## src/rtl/cache_ctrl_2way.sv

```systemverilog
// rtl/cache_ctrl_2way.sv - controller for a 2-way set-associative write-back write-allocate cache
//
// Purpose: sequences hit/miss handling between a pipeline memory stage, two
// cache-way arrays and a fixed-latency pipelined main memory. Picks a victim
// way on a miss, writes it back when dirty, refills the line, then completes
// the original access with a compare access.
//
// Ports:
//   clk, rst                 clock, synchronous active-high reset
//   Rd, Wr, Addr, DataIn     request from the pipeline (held until Done)
//   Done, Stall, CacheHit    request status
//   DataOut                  read data, valid with Done
//   hit*/valid*/dirty*/tag*/c_dout*   per-way status and data from the arrays
//   en*, comp, c_wr, offset, c_din, valid_in   way array controls
//   mem_rd, mem_wr, mem_addr, mem_din, mem_dout  main memory port
//   err                      sticky error (Rd and Wr together, or double hit)
//   hit_cnt, miss_cnt        saturating access counters (CACHE_STATS_EN only)
//
// Optional feature macro: CACHE_STATS_EN
module cache_ctrl_2way #(
  parameter int DW         = 16,
  parameter int AW         = 16,
  parameter int TAG_W      = 5,
  parameter int LINE_WORDS = 4,
  parameter int MEM_LAT    = 2,
  localparam int OFF_W     = $clog2(LINE_WORDS) + 1
) (
  input  logic             clk,
  input  logic             rst,
  input  logic             Rd,
  input  logic             Wr,
  input  logic [AW-1:0]    Addr,
  input  logic [DW-1:0]    DataIn,
  input  logic             hit0,
  input  logic             hit1,
  input  logic             valid0,
  input  logic             valid1,
  input  logic             dirty0,
  input  logic             dirty1,
  input  logic [TAG_W-1:0] tag0,
  input  logic [TAG_W-1:0] tag1,
  input  logic [DW-1:0]    c_dout0,
  input  logic [DW-1:0]    c_dout1,
  input  logic [DW-1:0]    mem_dout,
  output logic             Done,
  output logic             Stall,
  output logic             CacheHit,
  output logic [DW-1:0]    DataOut,
  output logic             en0,
  output logic             en1,
  output logic             comp,
  output logic             c_wr,
  output logic [OFF_W-1:0] offset,
  output logic [DW-1:0]    c_din,
  output logic             valid_in,
  output logic             mem_rd,
  output logic             mem_wr,
  output logic [AW-1:0]    mem_addr,
  output logic [DW-1:0]    mem_din,
  output logic             err
`ifdef CACHE_STATS_EN
  ,
  output logic [15:0]      hit_cnt,
  output logic [15:0]      miss_cnt
`endif
);

  localparam int WI_W = OFF_W - 1;
  localparam int IX_W = AW - TAG_W - OFF_W;
  localparam int CW   = $clog2(LINE_WORDS + MEM_LAT + 1);
  localparam logic [CW-1:0] LW_C      = CW'(LINE_WORDS);
  localparam logic [CW-1:0] ML_C      = CW'(MEM_LAT);
  localparam logic [CW-1:0] WB_LAST   = CW'(LINE_WORDS - 1);
  localparam logic [CW-1:0] FILL_LAST = CW'(LINE_WORDS + MEM_LAT - 1);

  typedef enum logic [2:0] {IDLE, COMP, WB, FILL, FIN, ERR} state_t;

  state_t          state, next_state;
  logic [CW-1:0]   cnt;        // word counter shared by WB and FILL
  logic            vic;        // way chosen for the current miss
  logic            victimway;  // round-robin fallback when both ways are valid

  logic            hit_a, hit_b, miss_vic, miss_dirty;
  logic [TAG_W-1:0] vic_tag;
  logic [DW-1:0]   vic_dout;
  logic [WI_W-1:0] iss_idx, ret_idx;
  logic [IX_W-1:0] addr_idx;

  assign hit_a      = hit0 & valid0;
  assign hit_b      = hit1 & valid1;
  // Prefer an invalid way (way0 first); only fall back to victimway when both are valid.
  assign miss_vic   = valid0 ? (valid1 ? victimway : 1'b1) : 1'b0;
  assign miss_dirty = miss_vic ? (valid1 & dirty1) : (valid0 & dirty0);
  assign vic_tag    = vic ? tag1 : tag0;
  assign vic_dout   = vic ? c_dout1 : c_dout0;
  assign iss_idx    = cnt[WI_W-1:0];
  // FILL returns trail the issues by MEM_LAT cycles on the same counter.
  assign ret_idx    = WI_W'(cnt - ML_C);
  assign addr_idx   = Addr[AW-TAG_W-1:OFF_W];

  always_ff @(posedge clk) begin
    if (rst) begin
      state     <= IDLE;
      cnt       <= '0;
      vic       <= 1'b0;
      victimway <= 1'b0;
    end else begin
      state <= next_state;
      if (next_state != state)
        cnt <= '0;
      else if (state == WB || state == FILL)
        cnt <= cnt + CW'(1);
      if (state == COMP && (next_state == WB || next_state == FILL))
        vic <= miss_vic;
      if (Done)
        victimway <= ~victimway;
    end
  end

  always_comb begin
    next_state = state;
    Done       = 1'b0;
    Stall      = 1'b0;
    CacheHit   = 1'b0;
    DataOut    = '0;
    en0        = 1'b0;
    en1        = 1'b0;
    comp       = 1'b0;
    c_wr       = 1'b0;
    offset     = '0;
    c_din      = '0;
    valid_in   = 1'b0;
    mem_rd     = 1'b0;
    mem_wr     = 1'b0;
    mem_addr   = '0;
    mem_din    = '0;
    err        = 1'b0;
    // Outputs are held at zero while rst is high so an abandoned operation
    // issues no further strobes in the reset cycle itself.
    if (!rst) begin
      case (state)
        IDLE: begin
          if (Rd && Wr)
            next_state = ERR;
          else if (Rd || Wr)
            next_state = COMP;
        end
        COMP: begin
          Stall  = 1'b1;
          en0    = 1'b1;
          en1    = 1'b1;
          comp   = 1'b1;
          c_wr   = Wr;
          offset = Addr[OFF_W-1:0];
          c_din  = DataIn;
          if (hit_a && hit_b) begin
            next_state = ERR;
          end else if (hit_a || hit_b) begin
            Done       = 1'b1;
            CacheHit   = 1'b1;
            DataOut    = hit_a ? c_dout0 : c_dout1;
            next_state = IDLE;
          end else begin
            next_state = miss_dirty ? WB : FILL;
          end
        end
        WB: begin
          Stall    = 1'b1;
          en0      = ~vic;
          en1      = vic;
          offset   = {iss_idx, 1'b0};
          mem_wr   = 1'b1;
          mem_addr = {vic_tag, addr_idx, iss_idx, 1'b0};
          mem_din  = vic_dout;
          if (cnt == WB_LAST)
            next_state = FILL;
        end
        FILL: begin
          Stall = 1'b1;
          if (cnt < LW_C) begin
            mem_rd   = 1'b1;
            mem_addr = {Addr[AW-1:OFF_W], iss_idx, 1'b0};
          end
          if (cnt >= ML_C) begin
            en0      = ~vic;
            en1      = vic;
            c_wr     = 1'b1;
            valid_in = 1'b1;
            offset   = {ret_idx, 1'b0};
            c_din    = mem_dout;
          end
          if (cnt == FILL_LAST)
            next_state = FIN;
        end
        FIN: begin
          Stall      = 1'b1;
          en0        = ~vic;
          en1        = vic;
          comp       = 1'b1;
          c_wr       = Wr;
          c_din      = DataIn;
          offset     = Addr[OFF_W-1:0];
          Done       = 1'b1;
          DataOut    = vic_dout;
          next_state = IDLE;
        end
        ERR: begin
          err = 1'b1;
        end
        default: next_state = IDLE;
      endcase
    end
  end

`ifdef CACHE_STATS_EN
  always_ff @(posedge clk) begin
    if (rst) begin
      hit_cnt  <= '0;
      miss_cnt <= '0;
    end else if (Done) begin
      if (CacheHit) begin
        if (hit_cnt != 16'hFFFF) hit_cnt <= hit_cnt + 16'd1;
      end else begin
        if (miss_cnt != 16'hFFFF) miss_cnt <= miss_cnt + 16'd1;
      end
    end
  end
`endif

endmodule
```

## config.mk

```make
export PLATFORM = sky130hd
export DESIGN_NAME = cache_ctrl_2way
export DESIGN_NICKNAME = d
export VERILOG_FILES = /design/src/rtl/cache_ctrl_2way.sv
export SDC_FILE = /design/constraint.sdc
export NUM_CORES = 1
export LEC_CHECK = 0
export ABC_CLOCK_PERIOD_IN_PS = 8800
export CORE_AREA = 4 4 68 70
export DETAILED_ROUTE_END_ITERATION = 7
export DIE_AREA = 0 0 72 74
export DONT_BUFFER_PORTS = 1
export SYNTH_ARGS = -nofsm -noshare
export SYNTH_HDL_FRONTEND = slang
export SYNTH_SLANG_ARGS = --single-unit
export TNS_END_PERCENT = 20
```

## constraint.sdc

```tcl
create_clock -name clk -period 8.8 [get_ports clk]
set_input_delay 2.64 -clock clk [delete_from_list [all_inputs] [get_ports clk]]
set_output_delay 2.64 -clock clk [all_outputs]
set_load 0.03 [all_outputs]
```

# Word level (Yosys, flattened, before mapping)

Index checks and enable logic that the tools add are counted.

$add $sub $neg: 2
Order comparisons: 2
Equal/unequal tests: 10
Multiplexer cells: 58
Bitwise logic cells: 6
Reduce and logical (&&, ||, !) cells: 12

Operator list:

| cell                                                                  | count |
|---|---|
| 16-bit two-way mux                                                    | 11 |
| 16-bit case mux with 2 select lines                                   | 3 |
| 1-bit two-way mux                                                     | 28 |
| 3-bit two-way mux                                                     | 8 |
| 3-bit by 2-bit == test with 1-bit output, second input constant       | 5 |
| 3-bit case mux with 5 select lines                                    | 1 |
| 3-bit == test, second input constant                                  | 3 |
| 3-bit case mux with 3 select lines                                    | 1 |
| 1-bit case mux with 3 select lines                                    | 2 |
| 2-bit OR reduction                                                    | 3 |
| 5-bit two-way mux                                                     | 1 |
| 1-bit AND                                                             | 4 |
| 1-bit logical OR                                                      | 4 |
| 1-bit case mux with 2 select lines                                    | 2 |
| 4-bit OR reduction                                                    | 1 |
| 3-bit by 1-bit adder with 3-bit output, second input constant         | 1 |
| 3-bit by 1-bit == test with 1-bit output, second input constant       | 1 |
| 3-bit by 2-bit >= comparator with 1-bit output, second input constant | 1 |
| 1-bit logical AND                                                     | 3 |
| 3-bit zero test                                                       | 1 |
| 3-bit less-than comparator, second input constant                     | 1 |
| 3-bit inequality test                                                 | 1 |
| 2-bit two-way mux                                                     | 1 |
| 1-bit inverter                                                        | 2 |
| 2-bit subtractor, second input constant                               | 1 |

Register bits after elaboration: 8
Output and inout port bits: 78
Word-level logic and storage cells: 94

# Logic depth before layout (Yosys ltp)

Gate-level depths: netlist of run 1.

Depth in word-level cells: 11
Mapped depth: 7
Depth with buffers taken out: 7

# Worst setup path after synthesis of run 1

Ideal clock, no wire load.

Path kind: input to output
Start: input valid0
End: output DataOut[10]
Arrival time: 4395 ps
Setup slack: 1765 ps
Stages on the path: 7
Buffers on the path: 1
Cell sequence: and2_1 > inv_1 > ha_1 > or4_4 > o32ai_4 > buf_6 > a22o_1

Longest elaborated chain between the ends: 6

RTL lines:

| what                                                          | line     | RTL |
|---|---|---|
| from (decl)                                                   | 36       | `input logic valid0,` |
| 1-bit AND (*)                                                 | 89       | `assign hit_a = hit0 & valid0;` |
| 16-bit two-way mux / 1-bit logical OR (equally long branches) | 161, 158 |  |
| 16-bit two-way mux                                            | 158      | `end else if (hit_a \|\| hit_b) begin` |
| 16-bit two-way mux (*)                                        | 156      | `if (hit_a && hit_b) begin` |
| 16-bit case mux with 2 select lines (*)                       | 141      | `case (state)` |
| 16-bit two-way mux (*)                                        | 140      | `if (!rst) begin` |
| to (decl)                                                     | 48       | `output logic [DW-1:0] DataOut,` |

Every way passes the cells marked *; elsewhere a longest branch is shown, timed or not.

# Final worst setup path of run 1

Same ends and word-level chain as after synthesis.

==> summary.md, run 1 <==
| Metric | Value |
|---|---|
| Outcome | finished clean |
| Mean post-synth cell area | 6.77 µm² |
| Crit path DAT | 4.56 ns |
| Largest net degree at the start of global routing | 26 |
| Final Max Tran Viols | 0 |
| Main synth FF type | dfxtp_1 |
| Register Area | 160 µm² |
| Setup slack after layout | 1.60 ns |
| Global-route wire length before repair | 7570 µm |
| Peak VDD IR | 0.0719 mV |
| WL met2 | 2850 µm |
| Worst skew pair latency | 0.23 ns |
| Root Driver | clkbuf_8 |
| Overall Power | 0.000264 W |
| Final HPWL DP | 4630 µm |
| Fmax | 0.139 GHz |
| Routed Antenna Nets | 0 |
| Number of global-route vias before repair | 1,532 |
| Setup crit start | valid0 |
| Slew HR | 27.0% |
| Final std cells w/o fill | 285 |
| Layout cells sized above 1 | 5.11% |
| Setup CP Type | in2out |
| Clock sink total | 8 |
| RSZ-0062 raised after global routing | false |
| Final hold viol count | 0 |
| PortBufs | 0 |
| Synthesized instance count | 253 |
| Mapped cell area | 1710 µm² |
| Fillers | 433 |
| Hold Buf Count CTS | 0 |
| DIE WIDTH | 72 µm |
| Required time worst endpoint | 6.16 ns |
| Static Leak | 0.595 nW |
| Vias after detailed routing | 1,793 |
| H-tree Lvls | 1 |
| Total die area | 5330 µm² |
| Setup Skew | 0.00550 ns |
| Nets | 343 |
| Seq cells post-synth | 8 |
| Final Wtd Congestion | 0.765 |
| Crit path capture | DataOut[10] |
| R2R Setup Slk | 6.91 ns |
| Slew @ Worst Pin | 1.09 ns |
| Initial antenna violation count | 0 |
| Post-synth top area cell | mux2i_1 |
| Yosys top cell area share | 13.4% |
| Final Cycle Share | 81.8% |
| Max cap viols | 0 |
| CTS max path bufs | 2 |
| Final setup violation count | 0 |
| Yosys cell types | 44 |
| Met3 wire length | 547 µm |
| Setup TNS | 0 ns |
| Rows | 23 |
| TritonCTS clock tree | built |
| PD cells | 155 nW/µm² |
| Startpoint types | input port |
| Reg clk slew, reported paths | 0.04 ns |
| Max Used Layer | met4 |
| Nature of the critical path endpoint | output pin |
| Multi-input gate area | 1390 µm² |
| Min Tclk post-route | 7.20 ns |
| Post-CTS sizing | 0 |
| DRT Wirelength | 5570 µm |
| EDFF count, synth | 0 |
| Worst reg-to-reg path cell count | 4 |
| Post-Syn Nets | 359 |
| Hold WS | 0.589 ns |
| Layout area overhead | -0.438% |
| Number of vias per cell | 6.29 |
| Post-route DRC violation count | 0 |
| Post-synth ARST share | 0% |
| Die extent in y | 74 µm |
| Largest cells by area after synthesis | mux2i_1 13%, nor2_1 12%, dfxtp_1 9.3%, a22o_1 8.2%, a22oi_1 7.5% |
| Starting density of the core | 43.1% |
| Post-CTS Setup Bufs | 0 |
| Core area | 3970 µm² |
| Metal1 wirelength | 2150 µm |
| Per-cell routed wire length | 19.5 µm |
| Inserted Diodes | 0 |
| Total track usage | 17.4% |
| DRT Pass-1 Iters | 4 |
| Dpl cells | 282 |
| Post-placement setup slack | 1.60 ns |
| Worst R2R Start | state[1]$_SDFF_PP0_ |
| RR Endpoint | cnt[1]$_SDFFE_PP0N_ |
| CTS buffer count | 3 |
| I/O pin count | 178 |
| Hold Path Class | reg2reg |
| Warnings, synthesis | 0 |
| Crit Path Max Fanout | 16 |
| GRT overflow | 0 |
| 1st-iter DRT viols | 37 |
| Seq/Total Area, Yosys | 9.35% |
==> cell usage after synthesis (all sizes together), types with 2 or more instances <==
| cell type | number |
|---|---|
| mux2i | 23 |
| nand2b | 3 |
| nand2 | 10 |
| nor2b | 4 |
| nor3 | 9 |
| or4 | 2 |
| a22o | 16 |
| ha | 6 |
| dfxtp | 8 |
| and2 | 13 |
| a21o | 2 |
| a22oi | 17 |
| or2 | 3 |
| a21oi | 14 |
| inv | 10 |
| o21ai | 8 |
| buf | 13 |
| a2bb2oi | 2 |
| and3 | 2 |
| clkbuf | 10 |
| a21boi | 2 |
| o22ai | 3 |
| nor2 | 56 |
| nor3b | 2 |
| xnor2 | 2 |
==> cells in the final DEF, fill, tap and decap left out, types with 2 or more instances in the layout <==
master | netlist | routed
a21boi_0 | 2 | 2
a21o_1 | 2 | 2
a21oi_1 | 14 | 14
a22o_1 | 16 | 16
a22oi_1 | 17 | 17
a2bb2oi_1 | 2 | 2
and2_1 | 13 | 13
and3_1 | 2 | 2
buf_4 | 1 | 2
clkbuf_8 | 0 | 3
dfxtp_1 | 8 | 8
ha_1 | 6 | 6
inv_1 | 10 | 10
mux2i_1 | 23 | 23
nand2_1 | 10 | 10
nand2b_1 | 3 | 3
nor2_1 | 56 | 56
nor2b_1 | 4 | 4
nor3_1 | 9 | 9
nor3b_1 | 2 | 2
o21ai_0 | 7 | 7
o22ai_1 | 3 | 3
or2_2 | 2 | 2
xnor2_1 | 2 | 2
==> where the power goes <==
| group | internal (W) | switching (W) |
|---|---|---|
| Combinational | 0.0000512 | 0.000120 |
| Sequential | 0.0000401 | 0.00000825 |
| Clock | 0.0000296 | 0.0000141 |
==> layout make-up <==
| type | instances | share of cell area [%] |
|---|---|---|
| Clock buffer | 3 | 2.42 |
| Inverter | 10 | 2.20 |
| Tap cell | 50 | 3.67 |
| Sequential cell | 8 | 9.39 |
| Multi-Input combinational cell | 212 | 81.4 |
| Timing Repair Buffer | 2 | 0.880 |
==> metal layers <==
metal / vias up / GRT usage, %
li1: 861 / -
met1: 818 / 21.8
met2: 112 / 32.0
met3: 2 / 2.03
met4: 0 / 3.76
met5: - / 0
==> how the worst min path moves through the flow <==
stage                           startpoint                     end  slack (ns)  cells after the start
floorplan           victimway$_SDFFE_PP0P_  victimway$_SDFFE_PP0P_        0.53                      3
global placement    victimway$_SDFFE_PP0P_  victimway$_SDFFE_PP0P_        0.58                      3
detailed placement  victimway$_SDFFE_PP0P_  victimway$_SDFFE_PP0P_        0.58                      3
CTS                 victimway$_SDFFE_PP0P_  victimway$_SDFFE_PP0P_        0.59                      3
global route        victimway$_SDFFE_PP0P_  victimway$_SDFFE_PP0P_        0.65                      3
finish              victimway$_SDFFE_PP0P_  victimway$_SDFFE_PP0P_        0.59                      3
==> flip-flops by register name (all words and copies together) (netlist names) <==
register	cells
state	3
vic	1
victimway	1
cnt	3
==> critical path, stage by stage <==
cell     delay, ns
and2_1        0.19
inv_1         0.13
ha_1          0.23
or4_4         0.57
o32ai_4       0.35
a22o_1        0.44
==> logic make-up after synthesis <==
| logic type | count (synthesis) | share of synthesized area [%] |
|---|---|---|
| other | 1 | 0.219 |
| and+or+nand+nor | 108 | 30.2 |
| AOI/OAI and AO/OA | 71 | 31.3 |
| muxes | 23 | 13.4 |
| adders and majority gates | 6 | 4.38 |
| buffers and inverters | 33 | 9.57 |
| DFF | 8 | 9.35 |
| xor gates and xnor gates | 3 | 1.53 |
==> metrics by stage <==
stage | instance area (µm²) | util [%]
4_1_cts | 1710 | 42.9
2_1_floorplan | 1710 | -
6_report | 1710 | 42.9
5_1_grt | 1710 | 42.9
3_5_place_dp | 1660 | 41.9
3_3_place_gp | 1660 | 41.9
No activity file was read; power rests on OpenSTA's default activity.
==> run 2, diff against run 1 <==
--- a/config.mk
+++ b/config.mk
@@ -5,7 +5,7 @@
 export SDC_FILE = /design/constraint.sdc
 export NUM_CORES = 1
 export LEC_CHECK = 0
-export ABC_CLOCK_PERIOD_IN_PS = 8800
+export ABC_CLOCK_PERIOD_IN_PS = 6900
 export CORE_AREA = 4 4 68 70
 export DETAILED_ROUTE_END_ITERATION = 7
 export DIE_AREA = 0 0 72 74
==> constraint.sdc (replaced) <==
create_clock -name clk -period 6.9 [get_ports clk]
set_input_delay 2.07 -clock clk [delete_from_list [all_inputs] [get_ports clk]]
set_output_delay 2.07 -clock clk [all_outputs]
set_load 0.03 [all_outputs]
==> run 2 against run 1 <==
  * Core utilization grew 0.57 points
  * Critical endpoint unchanged
  * Largest power group unchanged
  * Global-route usage is 0.87 points higher
  * Die area did not move
==> summary.md, run 2 (synthesized netlist as in run 1, its figures left out) <==
| Metric | Value |
|---|---|
| Outcome | finished clean |
| H-tree Lvls | 1 |
| Final hold viol count | 0 |
| Area post-placement | 1690 µm² |
| Number of vias per cell | 6.35 |
| CP cell instances | and2_1 -> inv_1 -> ha_1 -> or4_4 -> o32ai_4 -> a22o_1 |
| Clock sink total | 8 |
| CTS max path bufs | 2 |
| 1st-iter DRT viols | 64 |
| Initial antenna violation count | 0 |
| Setup CP Type | in2out |
| Core area | 3970 µm² |
| Root Driver | clkbuf_8 |
| Worst skew pair latency | 0.23 ns |
| Die extent in y | 74 µm |
| Max cap viols | 0 |
| Hold Buf Count CTS | 0 |
| Global-route wire length before repair | 7940 µm |
| Required time worst endpoint | 4.83 ns |
| Multi-input gate area | 1390 µm² |
| GRT overflow | 0 |
| CTS buffer count | 3 |
| Largest net degree at the start of global routing | 26 |
| Max stage delay on crit path | 0.57 ns |
| Post-placement setup slack | 0.835 ns |
| RSZ-0062 raised after global routing | false |
| Post-CTS Setup Bufs | 0 |
| Regs by FF count | cnt x3, state x3 |
| PD cells | 197 nW/µm² |
| Final HPWL DP | 4650 µm |
| Commonest non-fill, non-tap cell in the layout | nor2_1 |
| PortBufs | 0 |
| Post-route cell area | 1730 µm² |
| Setup Skew | 0.000591 ns |
| Crit Path Max Fanout | 16 |
| TritonCTS clock tree | built |
| Total track usage | 18.3% |
| Nature of the critical path endpoint | output pin |
| Final Wtd Congestion | 0.765 |
| Starting density of the core | 43.1% |
| Fillers | 417 |
| Crit path DAT | 3.99 ns |
| Total die area | 5330 µm² |
| Rows | 23 |
| Peak VDD IR | 0.0960 mV |
| Post-CTS sizing | 0 |
| Post-route DRC violation count | 0 |
| Reg clk slew, reported paths | 0.04 ns |
| Vias after detailed routing | 1,829 |
| Number of buffers and inverters on the critical path | 1 |
| Per-cell routed wire length | 19.5 µm |
| DRT Wirelength | 5610 µm |
| Number of global-route vias before repair | 1,687 |
| Slew HR | 25.4% |
| Final setup violation count | 0 |
| Startpoint types | input port |
| Fmax | 0.165 GHz |
| Nets | 346 |
| Final Max Tran Viols | 0 |
| Inserted Diodes | 0 |
| DRT Pass-1 Iters | 4 |
| Final Cycle Share | 87.9% |
| Layout area overhead | 0.877% |
| Slew @ Worst Pin | 1.12 ns |
| Family with the most delay on the worst path | compound AO/OA/AOI/OAI gates |
| Static Leak | 0.611 nW |
| Slowest-stage cell, CP | or4_4 |
| Setup TNS | 0 ns |
| Hold Path Class | reg2reg |
| Setup slack after layout | 0.836 ns |
| Commonest non-fill, non-tap cells in the layout | 56 x nor2_1, 23 x mux2i_1, 17 x a22oi_1 |
| Min Tclk post-route | 6.06 ns |
| Layout cells sized above 1 | 6.30% |
| DIE WIDTH | 72 µm |
| Routed Antenna Nets | 0 |
| Register Area | 160 µm² |
| I/O pin count | 178 |
## run 2: cell count changes in the layout (fill, tap and decap cells not counted)
cell	previous run	this run
buf_4	2	5
## run 2: layer usage
| layer | routed length (µm) | vias to the layer above | track usage, % |
|---|---|---|---|
| met5 | 0 | - | 0 |
| met4 | 88 | 0 | 5.64 |
| met3 | 556 | 12 | 2.30 |
| met2 | 2820 | 126 | 32.7 |
| met1 | 2140 | 823 | 22.9 |
| li1 | - | 868 | - |
## run 2: layout make-up
class	count	area share, %
Clock buffer	3	2.39
Inverter	10	2.17
Sequential cell	8	9.27
Timing Repair Buffer	5	2.17
Tap cell	50	3.62
Multi-Input combinational cell	212	80.4
## run 2: final timing paths
path / from / cells after the start / slack, ns / endpoint
setup / recovery: valid0 / 6 / 0.84 / DataOut[10]
hold / removal: victimway$_SDFFE_PP0P_ / 3 / 0.59 / victimway$_SDFFE_PP0P_
setup reg to reg: state[1]$_SDFF_PP0_ / 4 / 5.01 / cnt[1]$_SDFFE_PP0N_
hold reg to reg: victimway$_SDFFE_PP0P_ / 3 / 0.59 / victimway$_SDFFE_PP0P_
## run 2: tightest hold or removal path, delay by kind of cell (launching register included)
kind,cells,cell delay [ns]
flops,1,0.31
buf+inv,1,0.10
xor+xnor,1,0.08
simple gates,1,0.07
## run 2: power breakdown
group | switching, W | internal [W] | leakage [nW]
Sequential | 0.0000101 | 0.0000512 | 0.0651
Clock | 0.0000182 | 0.0000378 | 0.0216
Combinational | 0.000154 | 0.0000684 | 0.524
## run 2: per-stage QoR
step	cells	hold slack (ns)	utilization (%)	total power, W
after CTS	288	0.597	43.5	0.000341
after global routing	288	0.667	43.5	0.000365
after floorplan	253	0.529	-	0.000261
final	288	0.591	43.5	0.000340
after global placement	285	0.585	42.5	0.000283
after detailed placement	285	0.587	42.5	0.000285
==> run 3, diff against run 2 <==
--- a/config.mk
+++ b/config.mk
@@ -5,11 +5,13 @@
 export SDC_FILE = /design/constraint.sdc
 export NUM_CORES = 1
 export LEC_CHECK = 0
+export ABC_AREA = 0
 export ABC_CLOCK_PERIOD_IN_PS = 6900
 export CORE_AREA = 4 4 68 70
 export DETAILED_ROUTE_END_ITERATION = 7
 export DIE_AREA = 0 0 72 74
 export DONT_BUFFER_PORTS = 1
+export HOLD_SLACK_MARGIN = 0.1
 export SYNTH_ARGS = -nofsm -noshare
 export SYNTH_HDL_FRONTEND = slang
 export SYNTH_SLANG_ARGS = --single-unit
==> results of run 3 <==
Final layout, timing and power as in run 2 (identical DEF).
